File: config.mk
export PLATFORM = sky130hd
export DESIGN_NAME = alu_share_arbiter
export DESIGN_NICKNAME = d
export VERILOG_FILES = /design/src/rtl/alu_share_arbiter.sv
export SDC_FILE = /design/constraint.sdc
export NUM_CORES = 1
export LEC_CHECK = 0
export CAP_MARGIN = 5
export CELL_PAD_IN_SITES_DETAIL_PLACEMENT = 0
export CELL_PAD_IN_SITES_GLOBAL_PLACEMENT = 1
export CORE_AREA = 8 8 76 78
export CTS_CLUSTER_DIAMETER = 30
export DETAILED_ROUTE_END_ITERATION = 8
export DIE_AREA = 0 0 84 86
export PLACE_DENSITY_LB_ADDON = 0.1
export SYNTH_ARGS = -nofsm -noshare
export SYNTH_HDL_FRONTEND = slang
export SYNTH_SLANG_ARGS = --single-unit
File: constraint.sdc
create_clock -name i_clk -period 1.7 [get_ports i_clk]
set_clock_uncertainty 0.1 [all_clocks]
set_input_delay 0.34 -clock i_clk [delete_from_list [all_inputs] [get_ports i_clk]]
set_output_delay 0.34 -clock i_clk [all_outputs]
set_load 0.02 [all_outputs]
File: src/rtl/alu_share_arbiter.sv
// Two-requester round-robin front end that time-shares one registered
// arithmetic unit and returns its result on a tagged response bus.
module alu_share_arbiter #(
  parameter int N   = 2,
  parameter int M   = 4,
  parameter int LAT = 1
) (
  input  logic         i_clk,
  input  logic         i_reset,
  input  logic         i_req0,
  input  logic [N-1:0] i_op0,
  input  logic [M-1:0] i_arg_A0,
  input  logic [M-1:0] i_arg_B0,
  output logic         o_ack0,
  input  logic         i_req1,
  input  logic [N-1:0] i_op1,
  input  logic [M-1:0] i_arg_A1,
  input  logic [M-1:0] i_arg_B1,
  output logic         o_ack1,
  output logic [N-1:0] o_alu_op,
  output logic [M-1:0] o_alu_arg_A,
  output logic [M-1:0] o_alu_arg_B,
  input  logic [M-1:0] i_alu_result,
  input  logic [3:0]   i_alu_status,
  output logic         o_resp_valid,
  output logic         o_resp_id,
  output logic [M-1:0] o_result,
  output logic [3:0]   o_status,
  output logic         o_busy
);

  localparam logic [1:0] S_IDLE = 2'd0;
  localparam logic [1:0] S_EXEC = 2'd1;
  localparam logic [1:0] S_RESP = 2'd2;

  localparam logic [2:0] LAT_CNT = 3'(LAT);

  logic [1:0] state;
  logic [2:0] cnt;
  logic       last_gnt;
  logic       any_req;
  logic       gnt;

  // Winner selection: a tie goes to the requester that was not served last.
  // NOTE: every signal written in always_comb gets a default first so no latch is inferred.
  always_comb begin
    any_req = i_req0 | i_req1;
    gnt     = i_req1;
    if (i_req0 && i_req1) begin
      gnt = ~last_gnt;
    end
  end

  // NOTE: sequential state uses non-blocking assignments only, so every flop samples pre-edge values.
  always_ff @(posedge i_clk or posedge i_reset) begin
    if (i_reset) begin
      state        <= S_IDLE;
      cnt          <= '0;
      last_gnt     <= 1'b1;
      o_ack0       <= 1'b0;
      o_ack1       <= 1'b0;
      o_alu_op     <= '0;
      o_alu_arg_A  <= '0;
      o_alu_arg_B  <= '0;
      o_resp_valid <= 1'b0;
      o_resp_id    <= 1'b0;
      o_result     <= '0;
      o_status     <= '0;
      o_busy       <= 1'b0;
    end else begin
      o_ack0       <= 1'b0;
      o_ack1       <= 1'b0;
      o_resp_valid <= 1'b0;
      case (state)
        S_IDLE: begin
          if (any_req) begin
            // Unit inputs change only here, so they stay stable for the whole operation.
            o_alu_op    <= gnt ? i_op1    : i_op0;
            o_alu_arg_A <= gnt ? i_arg_A1 : i_arg_A0;
            o_alu_arg_B <= gnt ? i_arg_B1 : i_arg_B0;
            o_ack0      <= ~gnt;
            o_ack1      <= gnt;
            o_resp_id   <= gnt;
            last_gnt    <= gnt;
            cnt         <= LAT_CNT;
            o_busy      <= 1'b1;
            state       <= S_EXEC;
          end
        end
        S_EXEC: begin
          if (cnt != 3'd0) begin
            cnt <= cnt - 3'd1;
          end else begin
            o_result     <= i_alu_result;
            o_status     <= i_alu_status;
            o_resp_valid <= 1'b1;
            state        <= S_RESP;
          end
        end
        S_RESP: begin
          o_busy <= 1'b0;
          state  <= S_IDLE;
        end
        default: begin
          o_busy <= 1'b0;
          state  <= S_IDLE;
        end
      endcase
    end
  end

endmodule

==> reports/summary.txt, run 1 <==
Power Dens Cells - 1860 nW/um2
Iter 0 DRT Violations - 60
CP required - 1260 ps
Die W - 84 um
Lkg Pwr - 0.00103 uW
top-count cell post-synth - dfrtp_1
Setup WS pre-CTS - -115 ps
Total GRT Usage - 0.0997
post-CTS setup buffer count - 0
largest net degree at the start of global routing - 30
num rows - 25
Worst slew margin - 0.751
top post-synthesis cells by area - dfrtp_1 57%, mux2_2 7.3%, a221o_1 4.9%, and3_1 3.0%, nand2_1 3.0%
Synth Register Bits - 29
final worst slack - 37.9 ps
Die ar. - 7220 um2
initial antenna violation count - 0
Worst Path Max Fanout - 1
RSZ-0062 raised after global routing - no
commonest cells in the netlist - 28 x dfrtp_1, 10 x nand2_1, 8 x mux2_2, 6 x a221o_1, 6 x and3_1
initial core utilization - 0.268
Peak VDD IR - 0.792 mV
DR vias/cell - 4.66
CTS Buf Count - 5
DR WL/cell - 15.0 um
placed inst area - 1920 um2
family with the most delay on the worst path - buffers and inverters
HP Class - input port to asynchronous set/reset pin
GPL Wtd Cong - 0.721
Worst-path clk slew - 60 ps
nature of the critical path startpoint - flip-flop
Synth-to-Final Area Change - 70.4%
worst reg2reg path depth - 6
Post-Syn Area - 1230 um2
Via Count - 1054
share of layout cells above drive strength 1 - 0.233
CP max stage cell - clkdlybuf4s50_1
clk_lat worst skew - 280 ps
clk buf depth - 2
WL final - 3400 um
Pins Over Slew Limit - 0
Mapped Nets - 134
Max-Cap Viols - 0
Crit. path cell count - 1
CP Buf/Inv Count - 1
register area - 727 um2
vias in the first global route - 1190
CP arrival - 1220 ps
Sw Share - 0.361
core area - 4600 um2
DRC Markers - 0
first-pass GRT wire length - 5840 um
antenna cells - 0
DRT Pass-1 Iters - 4
# fillers - 430
total grt overflow - 0
Logic pwr share - 0.494
CTS root buf - clkbuf_8
Switch Pwr - 1410 uW
I/O Buffers - 54
final core utilization - 0.456
worst-margin pin slew - 373 ps
die height - 86 um
Mean Syn Cell Area - 12.3 um2
Final Cycle Share - 0.978
outcome - finished clean
# H-tree levels - 2
post-synth cell types - 29
Clock Power Share - 0.192
Ys Warns - 0
Final nets - 205
worst path cell trace - clkdlybuf4s50_1
post-route ant nets - 0
Post-synth ARST share - 1.00
Flop pwr share - 0.314
Worst setup EP type - primary output
Most used DFF post-synth - dfrtp_1
CP peak stage delay - 610 ps
cell area after layout - 2100 um2
CTS sink cnt - 29
min cycle time layout - 1660 ps
leading area contributor after synthesis - dfrtp_1
total I/O pin count - 55
sequential element share of the synthesized area - 0.590
CTS tree - built
Min Hold Slack - 302 ps
EDFF count, synth - 0
WS Path Type - flip-flop to primary output
Fin. Hold Viols - 0
max frequency - 602 MHz
hpwl dp - 2500 um
Pint - 2500 uW
Yosys top cell area share - 0.569
hold_buf cts - 0
synthesized netlist cell count - 100
Multi-input gate area - 488 um2
Finish-stage setup viols - 0
## worst paths after layout
path                                start  slack (ps)     endpoint
worst min register to register  o_resp_id         390    o_resp_id
worst max-delay path               o_ack1          40       o_ack1
worst min-delay path              i_reset         300  o_result[0]
worst max register to register     cnt[1]          80  o_status[0]
min in group i_clk              o_resp_id         390    o_resp_id
max in group asynchronous         i_reset         970     last_gnt
## layout by cell type (no fill, tap or decap), types with 2 or more instances in the layout
cell and instances:
clkdlybuf4s50_1 33, dfrtp_1 28, dlymetal6s2s_1 11, buf_4 11, nand2_1 10, dlygate4sd2_1 10, mux2_2 8, and3_1 6
a221o_1 6, clkbuf_8 6, a31oi_1 5, a21oi_1 5, inv_1 3, a21bo_2 2, a221oi_1 2, a21o_1 2
buf_6 2
## repair_timing
| action | 4_1_cts | 5_1_grt |
|---|---|---|
| pin swaps | 0 | 1 |
| gates cloned | 0 | 1 |
| hold endpoints to repair | 0 | 0 |
| resized for setup | 10 | 21 |
| setup endpoints to repair | 10 | 19 |
## sequential cells by signal (all words and copies together) (netlist names), 2 cells and up
signal and flops:
o_alu_arg_A 4, o_alu_arg_B 4, o_result 4, o_status 4
cnt 3, o_alu_op 2, state 2
## power by group through the flow
stage	registers, uW	logic (uW)	clock network [uW]
2_1_floorplan	1540	724	0
3_3_place_gp	1230	1940	0
3_5_place_dp	1240	1960	0
4_1_cts	1230	1880	772
5_1_grt	1270	2100	815
6_report	1230	1930	749
## kinds of logic after synthesis
kind of cell             share of synthesized area
flip-flops                                   0.590
AO/OA/AOI/OAI                                0.153
buffers and inverters                       0.0386
multiplexers                                0.0732
adder cells (fa/ha/maj)                     0.0203
AND/OR/NAND/NOR                              0.124
## stage by stage
step	power [uW]	cells	setup TNS, ps
after floorplan	2260	100	0
after global placement	3170	217	-755
after detailed placement	3200	217	-1170
after CTS	3880	225	0
after global routing	4190	226	0
final	3900	226	0
## cell type report
type,count,area share
multi-input combinational,63,0.233
tap,54,0.0322
clock buffer,6,0.0394
clock inverter,2,0.0179
timing repair buffer,68,0.324
sequential,29,0.346
inverter,4,0.00716
## layer usage
metal  routed length [um]  vias up  GRT usage
met4                   28        0     0.0392
li1                     -      506          -
met1                 1390      502      0.104
met5                    0        -          0
met3                  315        4     0.0540
met2                 1660       42      0.165
Note: power is estimated with default switching activity, not from simulation.
==> inputs of run 2 (changes only) <==
--- a/config.mk
+++ b/config.mk
@@ -13,6 +13,7 @@
 export DETAILED_ROUTE_END_ITERATION = 8
 export DIE_AREA = 0 0 84 86
 export PLACE_DENSITY_LB_ADDON = 0.1
+export SETUP_SLACK_MARGIN = 0.2
 export SYNTH_ARGS = -nofsm -noshare
 export SYNTH_HDL_FRONTEND = slang
 export SYNTH_SLANG_ARGS = --single-unit
==> run 2 against run 1 <==
First-iteration DRC count decreased by 42%. Power increased by 2.9%. Cell count increased by 0.88%. Setup slack improved by 100 ps. Largest power group unchanged. Sequential share of layout area decreased by 0.39 points. Largest cell class unchanged. Register-to-register slack improved by 60 ps. Wire length increased by 2.7%.
==> reports/summary.txt, run 2 (synthesis gave the netlist of run 1 again) <==
Final Cycle Share - 0.917
Worst Path Max Fanout - 5
CP arrival - 1620 ps
initial antenna violation count - 0
CP peak stage delay - 380 ps
cell area after layout - 2130 um2
clk buf depth - 2
# H-tree levels - 2
CP Buf/Inv Count - 2
# fillers - 435
Via Count - 1054
GPL Wtd Cong - 0.724
placed inst area - 1930 um2
CTS tree - built
min cycle time layout - 1560 ps
RR Startpoint - cnt[1]
Power Dens Cells - 1890 nW/um2
reg-to-reg slack, setup - 140 ps
DRC Markers - 0
Max-Cap Viols - 0
CP max stage cell - dfrtp_1
Min Hold Slack - 304 ps
CTS root buf - clkbuf_8
DRT Pass-1 Iters - 4
DR WL/cell - 15.3 um
Lkg Pwr - 0.00101 uW
clk_lat worst skew - 280 ps
Die ar. - 7220 um2
CTS sink cnt - 29
initial core utilization - 0.268
largest net degree at the start of global routing - 30
total I/O pin count - 55
share of layout cells above drive strength 1 - 0.276
worst-margin pin slew - 483 ps
CP required - 1760 ps
hpwl dp - 2530 um
Post-Place Cells - 213
post-route ant nets - 0
Pins Over Slew Limit - 0
CTS Buf Count - 5
Iter 0 DRT Violations - 35
commonest non-fill, non-tap cell in the layout - clkdlybuf4s50_1
HP Class - input port to asynchronous set/reset pin
core area - 4600 um2
family with the most delay on the worst path - flip-flops
vias in the first global route - 1174
Total GRT Usage - 0.100
Power Total - 4020 uW
first-pass GRT wire length - 5880 um
R2R Path End - o_status[1]
I/O Buffers - 54
max frequency - 641 MHz
WL final - 3490 um
WS Path Type - flip-flop to flip-flop
nature of the critical path startpoint - flip-flop
Final nets - 207
Die W - 84 um
outcome - finished clean
num rows - 25
Finish-stage setup viols - 0
antenna cells - 0
Peak VDD IR - 0.550 mV
hold_buf cts - 0
RSZ-0062 raised after global routing - yes
DR vias/cell - 4.62
worst reg2reg path depth - 6
most frequent cells in the layout - 29 x clkdlybuf4s50_1, 27 x dfrtp_1, 23 x dlygate4sd2_1
die height - 86 um
Worst slew margin - 0.677
Non-Filler Instances - 228
Fin. Hold Viols - 0
Worst setup EP type - flip-flop
total grt overflow - 0
Worst-path clk slew - 70 ps
worst path cell trace - inv_2 -> ha_4 -> nand2b_4 -> nor3b_4 -> buf_6 -> mux2_4
Synth-to-Final Area Change - 72.7%
run 2: changes by cell type in the layout (fill, tap and decap cells not counted), sizes merged:
cell,before,now
dlygate4sd2,10,23
dlymetal6s2s,11,2
clkdlybuf4s50,33,29
buf,14,16
run 2: metal layers:
metal | share of wire | vias to the layer above | global-route usage
li1 | - | 505 | -
met1 | 0.45 | 512 | 0.117
met2 | 0.47 | 35 | 0.157
met3 | 0.078 | 2 | 0.0483
met4 | 0.0054 | 0 | 0.0330
met5 | 0 | - | 0
run 2: stage by stage:
step	utilization	setup slack, ps	TNS (ps)
2_1_floorplan	-	132	0
3_3_place_gp	0.420	-62.8	-681
3_5_place_dp	0.420	-94.4	-1000
4_1_cts	0.454	121	0
5_1_grt	0.462	62.4	0
6_report	0.462	141	0
run 2: what timing repair did:
item                                    in CTS  in global routing
cloned                                       1                  0
buffers inserted                             5                  1
resized for setup                           29                  9
pin swaps                                    2                  3
endpoints found under the setup margin      31                 21
run 2: power by group:
group,switching (uW),internal (uW),total (uW)
clock network,270,476,746
logic,998,1040,2040
registers,199,1040,1240
run 2: how the worst max path moves through the flow:
stage	slack (ps)	cells past startpoint	endpoint	startpoint
2_1_floorplan	130	6	o_result[0]	cnt[0]
3_3_place_gp	-60	4	o_alu_arg_B[0]	i_req0
3_5_place_dp	-90	4	o_alu_arg_A[2]	i_req1
4_1_cts	120	6	o_result[1]	cnt[0]
5_1_grt	60	6	o_result[3]	cnt[1]
6_report	140	6	o_status[1]	cnt[1]
run 2: tightest hold or removal path, stage by stage:
cell             delay (ps)
clkdlybuf4s50_1         400
inv_1                    90
buf_12                  200
run 2: layout make-up:
| type | count | area [um2] | area share |
|---|---|---|---|
| clock buffers | 6 | 82.6 | 0.0388 |
| clock inverters | 2 | 37.5 | 0.0177 |
| inverters | 4 | 15.0 | 0.00706 |
| multi-input cells | 63 | 534 | 0.251 |
| flip-flops and latches | 29 | 728 | 0.343 |
| well taps | 54 | 67.6 | 0.0318 |
| repair buffers | 70 | 661 | 0.311 |
